==> config.mk <==
export PLATFORM = sky130hd
export DESIGN_NAME = stoch_fixed_gain_mult
export DESIGN_NICKNAME = d
export VERILOG_FILES = /design/src/rtl/stoch_fixed_gain_mult.sv
export SDC_FILE = /design/constraint.sdc
export NUM_CORES = 1
export LEC_CHECK = 0
export CAP_MARGIN = 5
export CELL_PAD_IN_SITES_DETAIL_PLACEMENT = 0
export CELL_PAD_IN_SITES_GLOBAL_PLACEMENT = 1
export CORE_MARGIN = 10
export CORE_UTILIZATION = 34
export CTS_BUF_LIST = sky130_fd_sc_hd__clkbuf_4 sky130_fd_sc_hd__clkbuf_8
export CTS_CLUSTER_SIZE = 30
export DETAILED_ROUTE_END_ITERATION = 12
export PLACE_DENSITY = 0.74
export SLEW_MARGIN = 20
export SYNTH_ARGS = -nofsm -noshare
export SYNTH_HDL_FRONTEND = slang
export SYNTH_SLANG_ARGS = --single-unit
export TNS_END_PERCENT = 5
==> constraint.sdc <==
create_clock -name CLK -period 3.11 [get_ports CLK]
set_input_delay 0.622 -clock CLK [delete_from_list [all_inputs] [get_ports CLK]]
set_output_delay 0.622 -clock CLK [all_outputs]
set_load 0.02 [all_outputs]
==> src/rtl/stoch_fixed_gain_mult.sv <==
// stoch_fixed_gain_mult: scales stochastic stream probability by GAIN, p(y)=min(1,GAIN*p(a)), via a saturating backlog of owed ones.
// Define STOCH_MULT_SAT_FLAG_EN to build the sticky saturation flag; otherwise sat is tied to 0 and clr_sat is ignored.
module stoch_fixed_gain_mult #(
  parameter int COUNTER_SIZE = 8,
  parameter int GAIN = 2,
  parameter int MAX_COUNT = (1 << COUNTER_SIZE) - 1
) (
  input  logic                    CLK,
  input  logic                    nRST,
  input  logic                    en,
  input  logic                    a,
  output logic                    y,
  input  logic                    clr_sat,
  output logic                    sat,
  output logic [COUNTER_SIZE-1:0] backlog
);
  // Sum width leaves headroom so backlog + GAIN never wraps before the clamp test.
  localparam int SW = COUNTER_SIZE + $clog2(GAIN + 1) + 1;
  localparam logic [SW-1:0] GAIN_W = SW'(GAIN);
  localparam logic [SW-1:0] MAX_W = SW'(MAX_COUNT);
  logic [COUNTER_SIZE-1:0] r_backlog;
  logic [SW-1:0]           w_c;
  logic [SW-1:0]           w_n;
  logic                    w_y;
  logic                    w_clamp;
  assign w_c = {{(SW-COUNTER_SIZE){1'b0}}, r_backlog} + (a ? GAIN_W : '0);
  assign w_y = nRST & en & (w_c != '0);
  assign w_n = w_c - {{(SW-1){1'b0}}, w_y};
  assign w_clamp = en & (w_n > MAX_W);
  assign y = w_y;
  assign backlog = r_backlog;
  always_ff @(posedge CLK) begin
    if (!nRST) r_backlog <= '0;
    else if (en) r_backlog <= w_clamp ? MAX_W[COUNTER_SIZE-1:0] : w_n[COUNTER_SIZE-1:0];
  end
`ifdef STOCH_MULT_SAT_FLAG_EN
  logic r_sat;
  // A clamp in the same cycle as clr_sat keeps the flag set.
  always_ff @(posedge CLK) begin
    if (!nRST) r_sat <= 1'b0;
    else if (w_clamp) r_sat <= 1'b1;
    else if (clr_sat) r_sat <= 1'b0;
  end
  assign sat = r_sat;
`else
  logic w_unused_clr;
  assign w_unused_clr = clr_sat;
  assign sat = 1'b0;
`endif
endmodule
* Word-level counts from Yosys, hierarchy flattened *
Cells that the tools add are included.

cells by class
  mux-type cells = 2
  add/subtract/negate cells = 2
  reductions and logical operators = 1
  order comparisons = 1
  bitwise operators = 3

operators by type and width
  kind                   number
  $gt A11 B8 Y1 const B  1
  $reduce_bool A11 Y1    1
  $sub A9 B1 Y10         1
  $add A8 B2 Y9          1
  $mux W8                1
  $and A1 B1 Y1          3
  $mux W2                1

storage, ports and cells
  register bits after elaboration = 8
  word-level logic and storage cells = 10
  bits of input ports = 5

* Logic depth before layout (Yosys ltp) *
Gate-level depths: netlist (run 1).

  depth in word-level cells = 8
  mapped depth = 14
  depth with buffers taken out = 14

* Least setup slack after synthesis (run 1) *
No wires, ideal clock.

  path kind = input-to-reg
  from = in a
  to = reg r_backlog[6], in the netlist backlog[6]
  stages on the path = 12
  slack = -0.347 ns
  data arrival time = 3.335 ns
  buffers on the path = 0
  library setup time = 0.122 ns
  cell sequence = ha_1 -> ha_1 -> nand2_2 -> o21ai_1 -> or3b_4 -> o311a_1 -> ha_1 -> ha_1 -> a21oi_1 -> o31a_1 -> nor2_1 -> o311a_1

between the ends
  cells in the longest elaborated chain, start to end = 8

RTL lines
  item                   RTL line  text
  from (decl)            11        input logic a,
  $mux W2 *              26        assign w_c = {{(SW-COUNTER_SIZE){1'b0}}, r_backlog} + (a ? GAIN_W : '0);
  $add A8 B2 Y9 *        26
  $reduce_bool A11 Y1 *  27        assign w_y = nRST & en & (w_c != '0);
  $and A1 B1 Y1 *        27
  via y                  12        output logic y,
  $sub A9 B1 Y10 *       28        assign w_n = w_c - {{(SW-1){1'b0}}, w_y};
  $gt A11 B8 Y1          29        assign w_clamp = en & (w_n > MAX_W);
  $and A1 B1 Y1          29
  $mux W8 *              34        else if (en) r_backlog <= w_clamp ? MAX_W[COUNTER_SIZE-1:0] : w_n[COUNTER_SIZE-1:0];
  to (signal assigned)   34
  to (decl)              21        logic [COUNTER_SIZE-1:0] r_backlog;

The timed path passes the listed nets; every way through them passes the cells marked *.
A chain may end at the register's enable or synchronous reset.

* Final worst setup path (run 1) *
  from = in a
  to = reg r_backlog[5], in the netlist backlog[5]

between the ends
  cells in the longest elaborated chain, start to end = 8

RTL lines
  item                 RTL line
  $mux W2 *            26
  $add A8 B2 Y9 *      26
  $reduce_bool A11 Y1  27
  $and A1 B1 Y1        27
  $sub A9 B1 Y10 *     28
  $gt A11 B8 Y1        29
  $and A1 B1 Y1        29
  $mux W8 *            34

Mark *: on every way between the ends. The rest lies on a longest branch, timed or not.

==> results of run 1 <==
-- through the flow --
step / total power (uW) / instance area (sq um) / worst slack, ns / cells / TNS, ns
finish: 414 / 1110 / 0.158 / 146 / 0
floorplan: 244 / 774 / -0.00218 / 88 / -0.00434
detailed placement: 313 / 1040 / -0.637 / 139 / -4.73
CTS: 412 / 1090 / 0.0162 / 145 / 0
global route: 443 / 1110 / 0.0316 / 146 / 0
global placement: 309 / 1040 / -0.592 / 139 / -4.40
-- layout make-up --
| type | count | area, sq um |
|---|---|---|
| clock buffers | 3 | 22.5 |
| inverters | 3 | 11.3 |
| flip-flops and latches | 8 | 161 |
| repair buffers | 35 | 287 |
| fillers | 195 | 851 |
| well taps | 27 | 33.8 |
| multi-input cells | 70 | 596 |
-- report_power, final --
| part | total, uW | switching, uW | internal (uW) |
|---|---|---|---|
| sequential | 131 | 18.0 | 113 |
| combinational | 199 | 93.1 | 106 |
| clock | 83.3 | 38.8 | 44.4 |
-- what timing repair did --
action                                  in CTS  in global routing
gates resized for setup                      5                  7
endpoints found under the hold margin        0                  0
setup buffers                                3                  1
endpoints found under the setup margin       9                  6
pin swaps                                    5                  2
-- per-layer routing --
| metal | routed length (um) | global-route usage [%] | share of wire [%] |
|---|---|---|---|
| met1 | 983 | 12.4 | 47 |
| met2 | 995 | 16.7 | 47 |
| met3 | 115 | 2.71 | 5.5 |
| met4 | 15 | 5.61 | 0.71 |
| met5 | 0 | 0 | 0 |
-- how the worst min path moves through the flow --
| stage | slack [ns] | start | cells past startpoint | to |
|---|---|---|---|---|
| after CTS | 0.55 | backlog[0]$_SDFFE_PN0P_ | 2 | backlog[0]$_SDFFE_PN0P_ |
| final | 0.54 | backlog[0]$_SDFFE_PN0P_ | 2 | backlog[0]$_SDFFE_PN0P_ |
| after floorplan | 0.61 | backlog[0]$_SDFFE_PN0P_ | 2 | backlog[0]$_SDFFE_PN0P_ |
| after detailed placement | 0.54 | backlog[0]$_SDFFE_PN0P_ | 2 | backlog[0]$_SDFFE_PN0P_ |
| after global placement | 0.52 | backlog[0]$_SDFFE_PN0P_ | 2 | backlog[0]$_SDFFE_PN0P_ |
| after global routing | 0.60 | backlog[0]$_SDFFE_PN0P_ | 2 | backlog[0]$_SDFFE_PN0P_ |
-- layout by cell type (no fill, tap or decap), types with 4 or more instances in the layout --
cell type	n
dfxtp_1	7
clkdlybuf4s50_1	10
nand2_1	4
o21ai_0	4
buf_4	23
ha_4	4
nor2_1	4
-- worst max-delay path: cells and delay by family --
kind | cells | cell delay, ns
adder cells (fa/ha/maj) | 3 | 0.50
AO/OA/AOI/OAI | 6 | 1.06
buffers and inverters | 4 | 0.52
AND/OR/NAND/NOR | 4 | 0.46
-- cells by family after synthesis --
logic type                 after synthesis
AOI/OAI and AO/OA                       32
xor gates and xnor gates                 5
adders and majority gates                4
buffers and inverters                   10
DFF                                      8
muxes                                    1
other                                    1
and+or+nand+nor                         27
==> summary by stage, run 1 <==
Status
The run finished with clean final reports.

Place
The port buffer count is 12. At the end of routability-driven placement, the weighted congestion stood at 0.790. After legalization and detailed placement, the total HPWL measured 1.62 mm.

Critical path
The kind of start point of the critical path is an input pin. The slowest stage of the critical path belongs to the cell o311a_4. In this run the worst setup path terminates at backlog[5]$_SDFFE_PN0P_. Walking the worst path, the cells encountered are clkbuf_2 > ha_4 > ha_4 > nand2_4 > buf_4 > a21oi_2 > o211ai_1 > o311a_4 > ha_4 > nor3b_2 > buf_4 > buf_4 > nand2_1 > o21ai_1 > and3_1 > o22ai_1 > o211a_1. In this run the critical register-to-register path is captured at backlog[5]$_SDFFE_PN0P_. The worst setup path startpoint is a. The kind of capture point of the worst setup path is a flip-flop.

For flop-to-flop paths, the worst setup slack is 0.21 ns. The largest incremental delay on the critical path is 0.41 ns. In this run the worst path has a maximum fanout of 4. The startpoint identified for the worst register-to-register timing path is backlog[4]$_SDFFE_PN0P_.

STA puts the critical path data required time at 3.31 ns. The setup path with the least slack is of type input pin to flip-flop. The number of cells traversed by the worst register-to-register path is 12. The data arrival time of the critical path is 3.15 ns.

Drt
In the routed layout, each cell is associated on average with a via count of 5.42. The average wire length per cell after detail routing is 14.4 um. The count of routing violations after the opening detailed-route iteration is 21. The total wire length after detailed routing is 2.11 mm. The routed via count is 791. The pre-antenna-repair detailed-routing pass consisted of 4 iterations. The count of nets left with antenna violations once routing finished came out at 0. The count of unresolved DRC violations after routing is 0.

Timing
The achievable clock frequency is 339 MHz. Hold timing on the final database bottoms out at a slack of 0.545 ns. The hold violation total from the final report is 0. Between clock sinks in the finished design, the worst skew comes to 0.00136 ns. The number of pins with negative max-slew slack in the final report is 0. The shortest clock period the worst path allows after layout is 2.95 ns.

Setup violations remaining at the end of the flow were counted as 0. The period utilization is 94.9%. Setup repair after global routing left no endpoint under its margin.

Synthesis
The largest total area in the synthesized netlist belongs to dfxtp_1. The main combinational cell family by area after synthesis is compound AO/OA/AOI/OAI gates. The xor and xnor area share after synthesis is 6.24%. The synthesized-area fraction occupied by and/or/nand/nor cells is 22.1%.

The net count after synthesis is 97. Counting flops and latches in the post-synthesis netlist gives 8. In the post-synthesis netlist, the biggest area contributors are dfxtp_1 23%, ha_1 7.1%, o311a_1 5.7%, o2111ai_1 3.7%, xnor2_1 3.7%.

The share of async-settable or async-resettable flops after synthesis is 0%. After synthesis the cells add up to 702 sq um. Among all cell types in the netlist, the one instantiated most often is dfxtp_1. Yosys printed 0 warnings. The count of cell types in the netlist is 39. Among all flip-flop cells after synthesis, the most frequent one is dfxtp_1. The post-synthesis compound-gate area fraction is 33.3%. Multiplexer cells account for 1.43% of the synthesized area. After synthesis, the largest area contributor takes up 22.8% of total cell area. Summing the areas of all fa, ha and maj instances in the mapped netlist gives 7.13% of the synthesized area. The sequential-to-total area share from yosys stat is 22.8%.

The average cell area after synthesis is 7.98 sq um. Yosys mapped a number of flops with a built-in enable equal to 0. The cell count after synthesis is 88. Sorting the synthesized cells by how often they occur yields 8 x dfxtp_1, 5 x nor2_1, 5 x o21ai_0.

Power
Across the VDD grid, the largest voltage drop is 0.278 mV. The power per unit of standard cell area is 372 nW/um^2. For this design the static power due to leakage is 0.000476 uW.

Floorplanning
The floorplan die width is 65.4 um. The height of the die is 65.4 um. In this run the core area contains 16 standard-cell rows. The die covers 4280 sq um. The initial standard-cell utilization of the core is 35.8%. The I/O pin total is 15. The core box area is 1960 sq um.

Layout
The flip-flop count of the largest register after layout is 8. The final layout net count is 130. The layout cell share with drive strength beyond 1 is 37.0%. For this run, the share of the core covered by cells in the final layout is 56.6%.

The number of antenna diodes is 0. From synthesis to final layout, the design area changed by 58.3%.

Run
The number of max-cap violations is 0.

Clock tree
The CTS root buffer is clkbuf_4. The number of sinks handled by clock tree synthesis is 8. The number of buffers added to fix hold violations after cts is 0.

The insertion delay of the later-clocked pin in the worst-skew pair is 0.25 ns. In this run the deepest clock path goes through 2 buffers. The clock slew at the register clock pins of the worst setup and hold paths is 0.06 ns.

The CTS tree is done. The level count of the clock H-tree is 1. Buffers inserted during clock tree synthesis total 3.

Global route
The number of antenna violations at the first check in global routing is 0. Global routing used 10.5% of the available tracks. For this run the aggregate overflow at the end of global routing stands at 0. The via count of the first global-routing pass is 788. The pin count of the biggest net entering global routing is 17. The first global-routing pass estimated 3.57 mm of wire.

Hold path
The type of the worst min-delay path is flip-flop to flip-flop.
Note: power is estimated with default switching activity, not from simulation.
==> inputs of run 2 (changes only) <==
--- a/config.mk
+++ b/config.mk
@@ -13,6 +13,7 @@
 export CTS_BUF_LIST = sky130_fd_sc_hd__clkbuf_4 sky130_fd_sc_hd__clkbuf_8
 export CTS_CLUSTER_SIZE = 30
 export DETAILED_ROUTE_END_ITERATION = 12
+export HOLD_SLACK_MARGIN = 0.02
 export PLACE_DENSITY = 0.74
 export SLEW_MARGIN = 20
 export SYNTH_ARGS = -nofsm -noshare
==> results of run 2 <==
Same layout as run 1: the final DEF is identical, and so are final timing and power.
